File: src/rtl/uart_pkg.sv
// Shared UART definitions: state encoding, parity modes, baud divisor helper.
package uart_pkg;

  // Receiver/transmitter state encoding
  localparam logic [2:0] S_IDLE   = 3'd0;
  localparam logic [2:0] S_START  = 3'd1;
  localparam logic [2:0] S_DATA   = 3'd2;
  localparam logic [2:0] S_PARITY = 3'd3;
  localparam logic [2:0] S_STOP   = 3'd4;

  typedef enum logic [2:0] {
    IDLE   = S_IDLE,
    START  = S_START,
    DATA   = S_DATA,
    PARITY = S_PARITY,
    STOP   = S_STOP
  } uart_state_e;

  // Parity modes
  localparam logic PAR_EVEN = 1'b0;
  localparam logic PAR_ODD  = 1'b1;

  // Clocks per oversample tick, rounded to nearest
  function automatic int uart_div(input longint clk_freq, input longint baud,
                                  input longint os);
    longint den;
    den = baud * os;
    return int'((clk_freq + den / 2) / den);
  endfunction

endpackage

File: src/rtl/uart_baud_tick.sv
// Oversample tick generator: one-cycle tick every DIV clocks, synchronously
// restartable so tick phase can be aligned to an external event.
module uart_baud_tick #(
  parameter int DIV = 651
) (
  input  logic clk,
  input  logic rst_n,
  input  logic restart,
  output logic tick
);

  localparam int CW = (DIV > 1) ? $clog2(DIV) : 1;
  localparam logic [CW-1:0] LAST = CW'(DIV - 1);

  logic [CW-1:0] cnt;

  // Free-running divider, held at zero while restart is asserted
  always_ff @(posedge clk or negedge rst_n) begin
    if (!rst_n)                       cnt <= '0;
    else if (restart || cnt == LAST)  cnt <= '0;
    else                              cnt <= cnt + 1'b1;
  end

  assign tick = !restart && (cnt == LAST);

endmodule

File: src/rtl/uart_rx_cfg.sv
// Configurable oversampling UART receiver with 2-of-3 majority sampling,
// false-start rejection, parity/framing/overrun reporting and a one-entry
// valid/ready holding register.
module uart_rx_cfg
  import uart_pkg::*;
#(
  parameter int CLK_FREQ   = 100_000_000,
  parameter int BAUD       = 9600,
  parameter int OVERSAMPLE = 16,
  parameter int DATA_BITS  = 8,
  parameter int PARITY_EN  = 0,
  parameter int PARITY_ODD = 0,
  parameter int STOP_BITS  = 1
) (
  input  logic                 clk,
  input  logic                 rst_n,
  input  logic                 rx,
  output logic [DATA_BITS-1:0] rx_data,
  output logic                 rx_perr,
  output logic                 rx_ferr,
  output logic                 rx_valid,
  input  logic                 rx_ready,
  output logic                 rx_overrun,
  output logic                 rx_busy
);

  localparam int   DIV = uart_div(longint'(CLK_FREQ), longint'(BAUD), longint'(OVERSAMPLE));
  localparam int   M   = OVERSAMPLE / 2;
  localparam int   TW  = $clog2(OVERSAMPLE);
  localparam int   BW  = $clog2(DATA_BITS);
  localparam logic POL = (PARITY_ODD != 0) ? PAR_ODD : PAR_EVEN;

  uart_state_e state, state_nx;

  logic                 rx_m, rx_s, rx_d;
  logic                 tick, tick_mid, tick_end, maj, fall;
  logic [TW-1:0]        tcnt;       // ticks already elapsed in the current bit
  logic [BW-1:0]        bit_cnt;
  logic                 stop_cnt;
  logic                 last_stop;
  logic                 s0, s1;     // samples at ticks M-1 and M
  logic [DATA_BITS-1:0] shreg;
  logic                 perr_r, ferr_acc;
  logic                 frame_done, load;

  // Two-flop synchroniser plus one delay flop for edge detection
  always_ff @(posedge clk or negedge rst_n) begin
    if (!rst_n) begin
      rx_m <= 1'b1;
      rx_s <= 1'b1;
      rx_d <= 1'b1;
    end else begin
      rx_m <= rx;
      rx_s <= rx_m;
      rx_d <= rx_s;
    end
  end

  assign fall = rx_d & ~rx_s;

  // Divider held in IDLE so the first tick lands DIV clocks after the start edge
  uart_baud_tick #(.DIV(DIV)) u_tick (
    .clk     (clk),
    .rst_n   (rst_n),
    .restart (state == IDLE),
    .tick    (tick)
  );

  // Tick M+1 is the third sample; tick OVERSAMPLE closes the bit
  assign tick_mid  = tick && (tcnt == TW'(M));
  assign tick_end  = tick && (tcnt == TW'(OVERSAMPLE - 1));
  assign maj       = (s0 & s1) | (s0 & rx_s) | (s1 & rx_s);
  assign last_stop = (STOP_BITS == 1) ? 1'b1 : stop_cnt;

  // State register
  always_ff @(posedge clk or negedge rst_n) begin
    if (!rst_n) state <= IDLE;
    else        state <= state_nx;
  end

  // Next-state logic; completion fires at mid-sample of the last stop bit
  always_comb begin
    state_nx   = state;
    frame_done = 1'b0;
    case (state)
      IDLE:   if (fall) state_nx = START;
      START: begin
        if (tick_mid && maj) state_nx = IDLE;
        else if (tick_end)   state_nx = DATA;
      end
      DATA:   if (tick_end && bit_cnt == BW'(DATA_BITS - 1))
                state_nx = (PARITY_EN != 0) ? PARITY : STOP;
      PARITY: if (tick_end) state_nx = STOP;
      STOP:   if (tick_mid && last_stop) begin
                state_nx   = IDLE;
                frame_done = 1'b1;
              end
      default: state_nx = IDLE;
    endcase
  end

  // Bit timing, sampling and frame accumulation
  always_ff @(posedge clk or negedge rst_n) begin
    if (!rst_n) begin
      tcnt     <= '0;
      bit_cnt  <= '0;
      stop_cnt <= 1'b0;
      s0       <= 1'b1;
      s1       <= 1'b1;
      shreg    <= '0;
      perr_r   <= 1'b0;
      ferr_acc <= 1'b0;
    end else if (state == IDLE) begin
      tcnt     <= '0;
      bit_cnt  <= '0;
      stop_cnt <= 1'b0;
      perr_r   <= 1'b0;
      ferr_acc <= 1'b0;
    end else if (tick) begin
      tcnt <= tick_end ? '0 : tcnt + 1'b1;
      if (tcnt == TW'(M - 2)) s0 <= rx_s;
      if (tcnt == TW'(M - 1)) s1 <= rx_s;
      if (tick_mid) begin
        case (state)
          DATA:    shreg    <= {maj, shreg[DATA_BITS-1:1]};
          PARITY:  perr_r   <= maj ^ (^shreg) ^ POL;
          STOP:    ferr_acc <= ferr_acc | ~maj;
          default: ;
        endcase
      end
      if (tick_end) begin
        if (state == DATA) bit_cnt  <= bit_cnt + 1'b1;
        if (state == STOP) stop_cnt <= 1'b1;
      end
    end
  end

  // Load into an empty register, or one being drained this same cycle
  assign load = frame_done && (!rx_valid || rx_ready);

  // Holding register, valid/ready handshake and overrun pulse
  always_ff @(posedge clk or negedge rst_n) begin
    if (!rst_n) begin
      rx_data    <= '0;
      rx_perr    <= 1'b0;
      rx_ferr    <= 1'b0;
      rx_valid   <= 1'b0;
      rx_overrun <= 1'b0;
    end else begin
      rx_overrun <= frame_done && rx_valid && !rx_ready;
      if (load) begin
        rx_data  <= shreg;
        rx_perr  <= perr_r;
        rx_ferr  <= ferr_acc | ~maj;
        rx_valid <= 1'b1;
      end else if (rx_ready) begin
        rx_valid <= 1'b0;
      end
    end
  end

  assign rx_busy = (state != IDLE);

endmodule

File: config.mk
export PLATFORM = sky130hd
export DESIGN_NAME = uart_rx_cfg
export DESIGN_NICKNAME = d
export VERILOG_FILES = /design/src/rtl/uart_pkg.sv /design/src/rtl/uart_baud_tick.sv /design/src/rtl/uart_rx_cfg.sv
export SDC_FILE = /design/constraint.sdc
export NUM_CORES = 1
export LEC_CHECK = 0
export ABC_AREA = 1
export BUFFER_PORTS_ARGS = -buffer_cell sky130_fd_sc_hd__buf_4
export CAP_MARGIN = 40
export CORE_MARGIN = 4
export CORE_UTILIZATION = 63
export CTS_CLUSTER_DIAMETER = 40
export CTS_CLUSTER_SIZE = 10
export DETAILED_ROUTE_END_ITERATION = 8
export PLACE_DENSITY_LB_ADDON = 0.25
export SLEW_MARGIN = 25
export SYNTH_ARGS = -nofsm -noshare
export SYNTH_HDL_FRONTEND = slang
export SYNTH_SLANG_ARGS = --single-unit
File: constraint.sdc
create_clock -name clk -period 3.2 [get_ports clk]
set_input_delay 0.16 -clock clk [delete_from_list [all_inputs] [get_ports clk]]
set_output_delay 0.16 -clock clk [all_outputs]
set_load 0.01 [all_outputs]
==> results.yml, run 1 <==
worst_setup_path:
  slowest_delay_ps: 500
  path_cells: "inv_1 -> ha_1 -> nand2_1 -> nor2_1 -> nand4_2 -> inv_2 -> nand3_1 -> o21ai_1"
  crit_path_top_delay_cell: "nand3_1"
  cp_num_buf_inv: 2
  worstSetupEndpointType: "register"
  cp.arrival_ps: 2350
  cp.required_ps: 3410
  crit_family: "simple AND/OR/NAND/NOR gates"
  crit_type: "register to register"
  cp-start-kind: "register"
  critPathMaxFanout: 20
floorplan:
  core_area_sq_mm: 0.00344
  dieArea_sq_mm: 0.00469
  fp.dieH_microns: 68.5
  ioPinCount: 17
  die_w_microns: 68.5
  start_util: 0.670
  row_count: 21
pwr:
  p_leak_nw: 1.27
  vdd_drop_max_mv: 0.629
  total_power_mw: 1.48
  p_per_area_mw_per_mm2: 570
detailed_routing:
  final_antenna_net_count: 0
  drt-initial-drc-count: 136
  wirelength_mm: 4.28
  wl_per_cell_microns: 12.3
  dr.pass1.iters: 5
  via_count: 1886
  drc_errors: 0
  viasPerCell: 5.42
clock_network:
  cts-root-buf: "clkbuf_8"
  insertion_delay_ps: 300
  ctsHtreeMaxLevel: 2
  cts_resized: 0
  cts_inserted_buffers: 5
  cts.path.max_buffers: 2
  clkSinkCount: 47
  cts_tree: "done"
  clk_pin_slew_ps: 80
sta:
  rsz0062_at_grt: "no"
  clock.fmax_ghz: 0.467
  min_period_ps: 2140
  setup_violations: 0
  tightest_slew_ps: 711
  skew_ps: 8.26
  tns_ps: 0
  min_period_over_period: 0.669
  setup_ws_ps: 1060
  max_slew_margin: 0.524
  hold_viol: 0
  maxSlewViolCount: 0
final_layout:
  final_common_cell: "nand2_1"
  mostFrequentLayoutCells: "72 x nand2_1, 42 x dfrtp_1, 38 x inv_1"
  multiInputGateArea_sq_um: 947
  nFillCells: 250
  seq_area_sq_mm: 0.00118
  areaGrowthSynthToFinish_pct: 12.2
  final_util: 0.752
  fin_nets: 312
  diodes: 0
  drive_gt1_frac: 0.132
grt:
  grt-busiest-layer: "met2"
  gr-total-overflow: 0
  grtUsageMet2: 0.354
  grt_usage: 0.220
  grt_pass1_vias: 1859
  met3_usage: 0.0438
  met1_usage: 0.278
  antenna_found_initial: 0
  grt_pass1_wl_mm: 7.63
  grt_max_degree: 48
placement:
  gp_congestion: 0.880
  pre_cts_slack_ps: 1070
  io_buffers: 16
  detailed_place_hpwl_mm: 3.09
synth:
  netlist_area_sq_mm: 0.00231
  ys_warn_count: 0
  synthAdderAreaFrac: 0.0380
  synth_mux_area_frac: 0
  ys_ff_latch: 47
  yosys.area_share.simple: 0.266
  synth_nets: 291
  synth_compound_area_frac: 0.0916
  synth_top_family_by_area: "simple AND/OR/NAND/NOR gates"
  synth.distinct_cells: 30
  syn-instance-count: 280
  synth.avg_cell_area_sq_um: 8.24
  synth_xor_area_frac: 0.0152
  yosysSeqAreaShare: 0.512
run:
  maxCapViolCount: 0
run_status:
  outcome: "complete, no violations"
worst_hold_path:
  hold_class: "primary input to register"
cells in the mapped netlist:
cell type  instances  area, sq um
nor3b_1            2         15.0
a31oi_1            1         6.26
nor2_1            23         86.3
inv_1             38          143
dfstp_2            5          131
nand2_2            2         12.5
nor2_2             1         6.26
nand4_1            6         37.5
o21ai_0           14         70.1
nand4_2            1         12.5
and3_1             1         6.26
xor2_1             2         17.5
clkbuf_2           1         5.00
nor3_1             9         45.0
o31ai_1            1         7.51
o21a_1             1         7.51
dfrtp_1           42         1050
o21bai_1           1         7.51
o211ai_1           1         7.51
nor4_1             2         12.5
ha_1               7         87.6
nand3_1           14         70.1
nor2_4             2         22.5
nand2_1           72          270
buf_2              3         15.0
inv_2              4         15.0
nor3_4             1         16.3
o21ai_1           11         55.1
a21oi_1           10         50.1
xnor2_1            2         17.5
what timing repair did:
item,CTS,global route
setup buffers,0,0
hold buffers,2,0
endpoints found under the hold margin,43,0
layout make-up:
class	count	area share
Inverter	42	0.0609
Sequential cell	47	0.457
Timing Repair Buffer	18	0.0541
Clock inverter	1	0.00290
Multi-Input combinational cell	187	0.366
Tap cell	46	0.0222
Clock buffer	7	0.0372
worst register-to-register path, delay by kind of cell (launching register included):
family          cells  cell delay (ps)
simple gates        4              910
flops               1              420
compound gates      1              340
buf+inv             2              220
fa+ha+maj           1              160
power by group:
group / switching, mW / total [mW] / internal [mW]
clock network: 0.193 / 0.389 / 0.196
logic: 0.271 / 0.390 / 0.118
registers: 0.0514 / 0.698 / 0.646
stage by stage:
stage / cells / area, sq um / hold slack (ps)
2_1_floorplan: 280 / 2310 / -136
4_1_cts: 348 / 2590 / 151
6_report: 348 / 2590 / 160
3_5_place_dp: 338 / 2460 / 195
3_3_place_gp: 338 / 2460 / 195
5_1_grt: 348 / 2590 / 160
worst paths after layout:
path                            startpoint            end  slack, ps  cells after the start
min in group asynchronous            rst_n  u_tick.cnt[7]        390                      2
max in group asynchronous            rst_n             s0       2410                      2
worst min-delay path              rx_ready     rx_overrun        160                      4
worst max register to register     tcnt[0]     rx_data[0]       1060                      8
worst min register to register        rx_m           rx_s        360                      0
worst max-delay path               tcnt[0]     rx_data[0]       1060                      8
state kept, by name, summed over array words and instances, names as in the netlist, 3 cells and up:
register,cells
u_tick.cnt,10
rx_data,8
state,3
shreg,8
bit_cnt,3
tcnt,4
metal layers:
metal / vias up / wire [microns] / share of wire
li1: 937 / - / -
met1: 889 / 1990 / 0.46
met2: 52 / 1970 / 0.46
met3: 8 / 228 / 0.053
met4: 0 / 87 / 0.020
met5: - / 0 / 0
logic make-up (layout without fill, tap and decap cells):
kind of cell	after synthesis	count (layout)
xor gates and xnor gates	4	4
DFF	47	47
and+or+nand+nor	136	136
adders and majority gates	7	7
AOI/OAI and AO/OA	40	40
buffers and inverters	46	68
No activity file was read; power rests on OpenSTA's default activity.
==> inputs of run 2 (changes only) <==
- ABC_AREA: 1 -> 0
- CORE_UTILIZATION: 63 -> 59
- clock period: 3.2 -> 2.15 ns (I/O delays scaled with it)
==> run 2 against run 1 <==
  * Wire length increased by 2.3%
  * Total power up 40%
  * Sequential cell count unchanged
  * Clock-buffer cell count decreased by 1
  * Cell count shrank 20%
  * Clock skew shrank 2.4 ps
  * Global-route usage shrank 2.1 points
  * Synthesized area down 2.7%
  * Design area grew 5.0%
  * Critical path depth fell by 4
  * Die area grew 3.5%
  * Critical path type unchanged
  * Critical endpoint is now shreg[2]
==> results.yml, run 2 <==
final_layout:
  final_util: 0.743
  diodes: 0
  final-instance-count-excl-fill: 280
  areaGrowthSynthToFinish_pct: 21.1
  mostFrequentLayoutCells: "42 x dfrtp_1, 30 x buf_4, 21 x nor2_1"
  largest_register: "u_tick.cnt"
  top_regs: "u_tick.cnt (10), rx_data (8), shreg (8)"
  fin_nets: 242
  final_common_cell: "dfrtp_1"
  largest_reg_flops: 10
  drive_gt1_frac: 0.323
synth:
  netlist_area_sq_mm: 0.00225
  synth.distinct_cells: 42
  synth_nets: 207
  synth_edf_count: 0
  ys_ff_latch: 47
  yosys_most_used_dff: "dfrtp_1"
  async_flop_share: 1.00
  yosys.area.top_type: "dfrtp_1"
  syn-instance-count: 196
  yosysMostFrequentCell: "dfrtp_1"
  ys_warn_count: 0
  synth_area_leaders: "dfrtp_1 47%, dfstp_2 5.8%, mux2_2 5.5%"
  yosys.area.top_type_share: 0.468
  synth.avg_cell_area_sq_um: 11.5
  yosysSeqAreaShare: 0.526
  synth.top_cells.by_count: "42 x dfrtp_1, 21 x nor2_1, 16 x nand2_1"
pwr:
  switching_share: 0.286
  p_sw_uw: 592
  total_power_mw: 2.07
  clkPwrFrac: 0.323
  internal_power_mw: 1.48
  p_per_area_mw_per_mm2: 763
  seqPwrFrac: 0.499
  p_leak_nw: 1.36
  vdd_drop_max_mv: 0.699
  pwr-share-comb: 0.177
run:
  maxCapViolCount: 0
clock_network:
  clk_pin_slew_ps: 90
  insertion_delay_ps: 310
  cts.path.max_buffers: 2
  cts-root-buf: "clkbuf_8"
  cts_tree: "done"
  cts_inserted_buffers: 5
  ctsHtreeMaxLevel: 2
  clkSinkCount: 47
floorplan:
  core_area_sq_mm: 0.00366
  ioPinCount: 17
  row_count: 22
  start_util: 0.613
  fp.dieH_microns: 69.7
  dieArea_sq_mm: 0.00486
  die_w_microns: 69.7
detailed_routing:
  drt-initial-drc-count: 170
  via_count: 1579
  viasPerCell: 5.64
  wirelength_mm: 4.38
  drc_errors: 0
  dr.pass1.iters: 5
  final_antenna_net_count: 0
  wl_per_cell_microns: 15.6
grt:
  gr-total-overflow: 0
  grt_pass1_vias: 1620
  antenna_found_initial: 0
  grt_max_degree: 48
  grt_pass1_wl_mm: 7.67
  grt_usage: 0.200
placement:
  placedCellCount: 269
  gp_congestion: 0.851
  detailed_place_hpwl_mm: 3.06
  pre_cts_slack_ps: -197
  io_buffers: 16
worst_setup_path:
  cp.required_ps: 2350
  critPathMaxFanout: 8
  worstSetupEndpointType: "register"
  cp-start-kind: "register"
  cp.arrival_ps: 2350
  crit_type: "register to register"
sta:
  tightest_slew_ps: 581
  setup_ws_ps: 1.65
  skew_ps: 5.87
  setup_violations: 0
  min_period_ps: 2150
  hold_viol: 0
  max_slew_margin: 0.613
  rsz0062_at_grt: "yes"
  clock.fmax_ghz: 0.465
  holdWs_ps: 95.3
  maxSlewViolCount: 0
  min_period_over_period: 0.999
run_status:
  outcome: "complete, no violations"
worst_hold_path:
  hold_class: "primary input to register"
run 2: layer usage:
| metal | up-vias | track usage | routed length (microns) |
|---|---|---|---|
| met3 | 12 | 0.0449 | 210 |
| met2 | 47 | 0.329 | 2260 |
| met4 | 0 | 0.0957 | 110 |
| met1 | 775 | 0.248 | 1800 |
| li1 | 745 | - | - |
| met5 | - | 0 | 0 |
run 2: final cells by class:
type	instances	area, sq um
Clock buffer	6	82.6
Clock inverter	2	35.0
Fill cell	236	942
Inverter	6	22.5
Multi-Input combinational cell	138	1080
Sequential cell	47	1180
Tap cell	48	60.1
Timing Repair Buffer	33	256
run 2: repair_timing:
action | 4_1_cts | 5_1_grt
endpoints found under the setup margin | 10 | 22
endpoints found under the hold margin | 43 | 0
hold buffers | 2 | 0
buffers inserted | 1 | 0
pin swaps | 1 | 3
gates cloned | 0 | 1
resized for setup | 8 | 7
run 2: worst paths after layout:
kind	cells after the start	slack [ps]	endpoint	start
worst max-delay path	4	2	shreg[2]	u_tick.cnt[6]
worst max register to register	4	2	shreg[2]	u_tick.cnt[6]
min in group asynchronous	2	320	rx_data[0]	rst_n
worst min-delay path	3	100	rx_overrun	rx_ready
max in group asynchronous	2	1410	rx_data[3]	rst_n
worst min register to register	0	360	rx_s	rx_m
run 2: cells by family after synthesis:
family	Yosys count	synth area share
AND/OR/NAND/NOR	69	0.159
adder cells (fa/ha/maj)	8	0.0435
multiplexers	21	0.118
XOR/XNOR	17	0.0663
buffers and inverters	11	0.0228
AO/OA/AOI/OAI	23	0.0641
flip-flops	47	0.526
run 2: through the flow:
step                      TNS [ps]  cell area [sq um]
after global routing          -416               2720
after detailed placement      -539               2510
final                            0               2720
after floorplan              -1660               2260
after global placement       -38.6               2510
after CTS                    -79.2               2700
run 2: critical path: stages, from the launching register on:
cell and delay [ps]:
dfrtp_1 380, or4b_4 540, or3_4 370, or3_4 430
mux2_4 320
run 2: power by group through the flow:
stage | logic (mW) | clock network [mW] | registers [mW]
6_report | 0.368 | 0.670 | 1.04
5_1_grt | 0.420 | 0.720 | 1.05
3_3_place_gp | 0.303 | 0 | 1.04
3_5_place_dp | 0.327 | 0 | 1.05
2_1_floorplan | 0.246 | 0 | 1.01
4_1_cts | 0.365 | 0.681 | 1.03
